## src/rtl/adder_32.sv

```systemverilog
// adder_32: WIDTH-bit carry-lookahead adder (4-bit groups) with combinational status flags
// and a one-cycle registered tap. Defining ADDER_SUB_EN adds a 'sub' port for a - b.
module adder_32 #(
    parameter int WIDTH = 32
) (
    input  logic             clk,
    input  logic             reset,
    input  logic [WIDTH-1:0] a,
    input  logic [WIDTH-1:0] b,
    input  logic             cin,
`ifdef ADDER_SUB_EN
    input  logic             sub,
`endif
    output logic [WIDTH-1:0] y,
    output logic             cout,
    output logic             ovf,
    output logic             zero,
    output logic             neg,
    output logic [WIDTH-1:0] y_q,
    output logic [3:0]       flags_q
);

    localparam int NGROUPS = WIDTH / 4;

    logic [WIDTH-1:0] bEff;
    logic             carryIn;

`ifdef ADDER_SUB_EN
    // Subtraction is a + ~b + 1; the external carry-in is ignored in that mode.
    assign bEff    = sub ? ~b : b;
    assign carryIn = sub ? 1'b1 : cin;
`else
    assign bEff    = b;
    assign carryIn = cin;
`endif

    logic [WIDTH-1:0] bitP;
    logic [WIDTH-1:0] bitG;
    logic [WIDTH:0]   bitC;
    logic [3:0]       grpP4;
    logic [3:0]       grpG4;
    logic             grpProp;
    logic             grpGen;
    logic             carry;

    assign bitP = a ^ bEff;
    assign bitG = a & bEff;

    // Lookahead inside each 4-bit group; the group carry then ripples to the next group.
    always_comb begin
        bitC    = '0;
        grpP4   = '0;
        grpG4   = '0;
        grpProp = 1'b0;
        grpGen  = 1'b0;
        carry   = carryIn;
        for (int i = 0; i < NGROUPS; i++) begin
            grpP4 = bitP[4*i +: 4];
            grpG4 = bitG[4*i +: 4];
            bitC[4*i]     = carry;
            bitC[4*i + 1] = grpG4[0] | (grpP4[0] & carry);
            bitC[4*i + 2] = grpG4[1] | (grpP4[1] & grpG4[0])
                          | (grpP4[1] & grpP4[0] & carry);
            bitC[4*i + 3] = grpG4[2] | (grpP4[2] & grpG4[1])
                          | (grpP4[2] & grpP4[1] & grpG4[0])
                          | (grpP4[2] & grpP4[1] & grpP4[0] & carry);
            grpGen  = grpG4[3] | (grpP4[3] & grpG4[2])
                    | (grpP4[3] & grpP4[2] & grpG4[1])
                    | (grpP4[3] & grpP4[2] & grpP4[1] & grpG4[0]);
            grpProp = &grpP4;
            carry   = grpGen | (grpProp & carry);
        end
        bitC[WIDTH] = carry;
    end

    assign y    = bitP ^ bitC[WIDTH-1:0];
    assign cout = bitC[WIDTH];
    assign ovf  = (a[WIDTH-1] == bEff[WIDTH-1]) && (y[WIDTH-1] != a[WIDTH-1]);
    assign zero = ~|y;
    assign neg  = y[WIDTH-1];

    logic [WIDTH-1:0] y_d;
    logic [3:0]       flags_d;

    assign y_d     = y;
    assign flags_d = {cout, ovf, zero, neg};

    always_ff @(posedge clk or posedge reset) begin
        if (reset) begin
            y_q     <= '0;
            flags_q <= '0;
        end else begin
            y_q     <= y_d;
            flags_q <= flags_d;
        end
    end

endmodule

```

## config.mk

```make
export PLATFORM = sky130hd
export DESIGN_NAME = adder_32
export DESIGN_NICKNAME = d
export VERILOG_FILES = /design/src/rtl/adder_32.sv
export SDC_FILE = /design/constraint.sdc
export NUM_CORES = 1
export LEC_CHECK = 0
export BUFFER_PORTS_ARGS = -buffer_cell sky130_fd_sc_hd__buf_2
export CAP_MARGIN = 10
export CORE_MARGIN = 2
export CORE_UTILIZATION = 45
export CTS_CLUSTER_SIZE = 24
export DETAILED_ROUTE_END_ITERATION = 8
export PLACE_DENSITY = 0.91
export SKIP_CTS_REPAIR_TIMING = 1
export SYNTH_ARGS = -nofsm -noshare
export SYNTH_HDL_FRONTEND = slang
export SYNTH_SLANG_ARGS = --single-unit
```

## constraint.sdc

```tcl
create_clock -name clk -period 7.3 [get_ports clk]
set_clock_uncertainty 0.1 [all_clocks]
set_input_delay 1.095 -clock clk [delete_from_list [all_inputs] [get_ports clk]]
set_output_delay 1.095 -clock clk [all_outputs]
set_load 0.05 [all_outputs]
```

Yosys cells after proc, flatten, opt, wreduce, memory -nomap -nowiden
Cells that the tools add are included.
- flip-flop bits (word level): 36
- input bits: 67
- word-level logic and storage cells: 218
- equality and inequality tests: 2
- bitwise operators: 203
- reductions and logical operators: 11
- operators with widths (kind ; number):
    1-bit bitwise AND ; 120
    1-bit bitwise OR ; 80
    32-bit XOR ; 2
    32-bit bitwise AND ; 1
    4-bit AND reduction ; 8
    32-bit OR reduction ; 1
    1-bit equality test ; 1
    1-bit logical AND ; 1
    1-bit zero test ; 1
    1-bit != test ; 1

Logic depth before layout (Yosys ltp)
- depth in word-level cells: 23
- gate-level depth with buffers: 15
- depth with buffers taken out: 15

Worst setup path after synthesis
No wires, ideal clock.
- path type: in2out
- start point: input port a[7]
- end point: output port zero
- arrival: 5.752 ns
- data required time: 6.105 ns
- path slack: 0.353 ns
- stages on the path: 15
- path buffers: 0
- cells stage by stage: ha_1 > nand2_1 > o21ai_2 > a211oi_4 > a211oi_2 > o311a_1 > or2_2 > fa_1 > xor2_1 > nor4_1 > nand3_1 > or4_1 > or4_1 > a211o_1 > nor4b_4
- word-level cells in the longest chain between the ends: 21
- elaborated cells between the ends (all ways): 62
- ends and longest elaborated chain (what ; RTL line ; text):
    start, declared ; 8 ; input logic [WIDTH-1:0] a,
    32-bit XOR ; 46 ; assign bitP = a ^ bEff;
    1-bit bitwise AND (on tied branches) ; 67, 68, 69 ;
    1-bit bitwise OR, or another cell as far along ; 67 ; grpGen = grpG4[3] | (grpP4[3] & grpG4[2])
    1-bit bitwise OR / 1-bit bitwise AND (equally long branches) ; 68, 69 ;
    1-bit bitwise OR ; 69 ; | (grpP4[3] & grpP4[2] & grpP4[1] & grpG4[0]);
    1-bit bitwise OR (*) ; 71 ; carry = grpGen | (grpProp & carry);
    1-bit bitwise AND (*) ; 71 ;
    1-bit bitwise OR (*) ; 71 ;
    [... 6 more ...] ; n/a ;
    1-bit bitwise AND (*) ; 71 ;
    1-bit bitwise OR (*) ; 71 ;
    1-bit bitwise AND (*) ; 61 ; bitC[4*i + 1] = grpG4[0] | (grpP4[0] & carry);
    1-bit bitwise OR (*) ; 61 ;
    32-bit XOR (*) ; 76 ; assign y = bitP ^ bitC[WIDTH-1:0];
    net y[29] ; 14 ; output logic [WIDTH-1:0] y,
    32-bit OR reduction (*) ; 79 ; assign zero = ~|y;
    1-bit zero test (*) ; 79 ;
    end, declared ; 17 ; output logic zero,
The timed path passes the listed nets; every way through them passes the cells marked *.

Worst setup path after layout
- start point: input port a[19]
- end point: output port zero
- word-level cells in the longest chain between the ends: 15
- elaborated cells between the ends (all ways): 38
- ends and longest elaborated chain (what ; RTL line):
    32-bit XOR ; 46
    1-bit bitwise AND (on tied branches) ; 67, 68, 69
    1-bit bitwise OR, or another cell as far along ; 67
    1-bit bitwise OR / 1-bit bitwise AND (equally long branches) ; 68, 69
    1-bit bitwise OR ; 69
    1-bit bitwise OR ; 71
    1-bit bitwise AND ; 71
    1-bit bitwise OR ; 71
    1-bit bitwise AND ; 71
    1-bit bitwise OR ; 71
    1-bit bitwise AND (on tied branches) ; 66, 61, 63
    1-bit bitwise OR (on tied branches) ; 66, 61, 63
    32-bit XOR (*) ; 76
    32-bit OR reduction (*) ; 79
    1-bit zero test (*) ; 79
Mark *: on every way between the ends. The rest lies on a longest branch, timed or not.

==> impl_metrics.yaml <==
run_status:
  outcome: "finished, final reports clean"
power:
  p_switching_uw: 527
  p_leak_uw: 0.00176
  intPower_uw: 504
  p_comb_share_pct: 56.4
  total_power_uw: 1030
  peakVddDrop_mv: 0.187
  p_clk_share_pct: 20.2
  p_per_area_nw_per_um2: 298
  power_frac_seq_pct: 23.4
  switching_share_pct: 51.1
timing:
  rsz0062_at_grt: "no"
  tightest_slew_ns: 0.706
  finalCritPeriodShare_pct: 95.9
  setup_tns_ns: 0
  setup_viol: 0
  worst_slack_ns: 0.302
  slew_headroom_pct: 52.3
  max_freq_ghz: 0.143
  min_period_ns: 7.00
  final_max_slew_viol_count: 0
  hold_violations: 0
yosys:
  synth_cells: 233
  syn_area_per_cell_sq_um: 10.9
  synth_ff_type: "dfrtp_1"
  synth_nets: 340
  synth_edf_count: 0
  ys_warn_count: 0
  ys_seq_area_share_pct: 34.4
  syn_area_sq_um: 2540
  yosysUniqueCellTypes: 51
  async_flop_share_pct: 100
  synth_seq_cells: 35
detailed_routing:
  drc: 0
  ant_nets: 0
  routed_via_density: 5.46
  dr.pass1.iters: 6
  wl_mm: 7.23
  wl_per_cell_um: 16.0
  dr.first_iter.drc_count: 98
  vias: 2461
floorplan:
  rows: 27
  die_area_sq_um: 6270
  start_util_pct: 46.5
  die_height_um: 79.2
  fp.dieW_um: 79.2
  core_sq_um: 5470
  io_pins: 139
run:
  maxCapViolCount: 0
cts:
  path_clk_slew_ns: 0.08
  clk_path_buf_depth: 2
  cts-root-buf: "clkbuf_8"
  htree_num_levels: 2
  cts_sinks: 35
  cts_tree: "yes"
  cts_buffers: 5
worst_setup_path:
  crit_path_end_kind: "primary output"
  worstPathCellList: "buf_2 > ha_1 > a21oi_1 > o21ai_1 > a211oi_1 > o21ai_0 > o311a_1 > or2_2 > fa_1 > xor2_1 > nor4_1 > nand3_1 > or4_1 > or4_1 > a211o_1 > nor4b_4 > buf_2"
  max_stage_delay_ns: 0.48
  critPathSlowestCell: "or4_1"
  worstSetupStartpointType: "input pin"
  critPathTopFamily: "simple AND/OR/NAND/NOR gates"
  cp_num_buf_inv: 2
  arrival_ns: 5.80
  criticalPathCategory: "input pin to primary output"
  worstPathMaxFanout: 4
  crit_required_ns: 6.11
final_layout:
  final_cell_mix: "buf_2 (138), dfrtp_1 (35), ha_1 (32), a21oi_1 (13), xor2_1 (13)"
  utilization_pct: 63.2
  syn_to_final_growth_pct: 36.1
  fin_cells: 451
  nets: 485
  drive_gt1_share_pct: 44.1
  layout_commonest_cell: "buf_2"
  diodes: 0
place:
  hpwl_mm: 6.16
  routabilityCongestion: 0.929
  io_buffers: 138
  pre_cts_ws_ns: 0.343
  dp.cells: 443
global_routing:
  grt_pass1_wl_mm: 11.3
  track_usage_pct: 22.9
  grt_pass1_vias: 2434
  grt_remaining_overflow: 0
  grt_max_degree: 36
  antenna_found_initial: 0
worst_hold_path:
  hp-class: "input pin to async pin"
==> stage by stage <==
stage,hold slack (ns),instance area [sq um]
detailed placement,1.12,3320
finish,0.804,3460
global route,0.840,3460
global placement,1.10,3320
floorplan,1.15,2540
CTS,0.813,3460
==> sequential cells by signal, indices dropped and copies added (netlist names) <==
name / count
y_q: 31
flags_q: 4
==> cell type report <==
type	count	area, sq um
fill	467	2010
clock inverter	3	67.6
timing repair buffer	140	706
inverter	9	33.8
sequential	35	876
multi-input combinational	187	1620
tap	72	90.1
clock buffer	5	68.8
==> kinds of logic after synthesis <==
kind of cell / count (synthesis) / share of synthesized area, %
AO/OA/AOI/OAI: 67 / 20.2
XOR/XNOR: 20 / 6.89
adder cells (fa/ha/maj): 40 / 22.0
buffers and inverters: 11 / 1.92
flip-flops: 35 / 34.4
multiplexers: 2 / 0.837
AND/OR/NAND/NOR: 58 / 13.6
==> cell usage after synthesis (3+ instances only) <==
library cell | number | share of area, %
a211o_1 | 3 | 1.0
a211oi_1 | 5 | 1.5
a211oi_2 | 3 | 1.5
a21o_1 | 3 | 0.89
a21oi_1 | 13 | 2.6
a31oi_1 | 3 | 0.74
dfrtp_1 | 35 | 34
fa_1 | 8 | 6.3
ha_1 | 32 | 16
inv_1 | 9 | 1.3
nand2_1 | 12 | 1.8
nand2b_1 | 4 | 0.98
nor2_1 | 10 | 1.5
nor3_1 | 5 | 0.98
nor4_1 | 3 | 0.74
o21a_1 | 3 | 0.89
o21ai_0 | 7 | 1.4
o21ai_1 | 5 | 0.98
or2_2 | 5 | 1.2
or4_1 | 4 | 1.2
xnor2_1 | 7 | 2.4
xor2_1 | 13 | 4.5
==> worst max-delay path by stage <==
stage                     startpoint   end  cells after the start
after floorplan                 a[7]  zero                     15
after global placement         a[21]  zero                     17
after detailed placement       a[21]  zero                     17
after CTS                      a[21]  zero                     17
after global routing           a[17]  zero                     17
final                          a[19]  zero                     17
==> power by group through the flow <==
stage | sequential (uW) | clock, uW | combinational (uW)
floorplan | 391 | 0 | 299
global placement | 244 | 0 | 574
detailed placement | 246 | 0 | 582
CTS | 242 | 212 | 584
global route | 245 | 220 | 611
finish | 241 | 208 | 582
==> per-layer routing <==
layer | track usage (%) | vias to the layer above | wire length, um
li1 | - | 1161 | -
met1 | 26.7 | 1152 | 2760
met2 | 42.5 | 144 | 3810
met3 | 4.20 | 4 | 605
met4 | 6.21 | 0 | 61
met5 | 0 | - | 0
(Power assumes the default switching activity.)
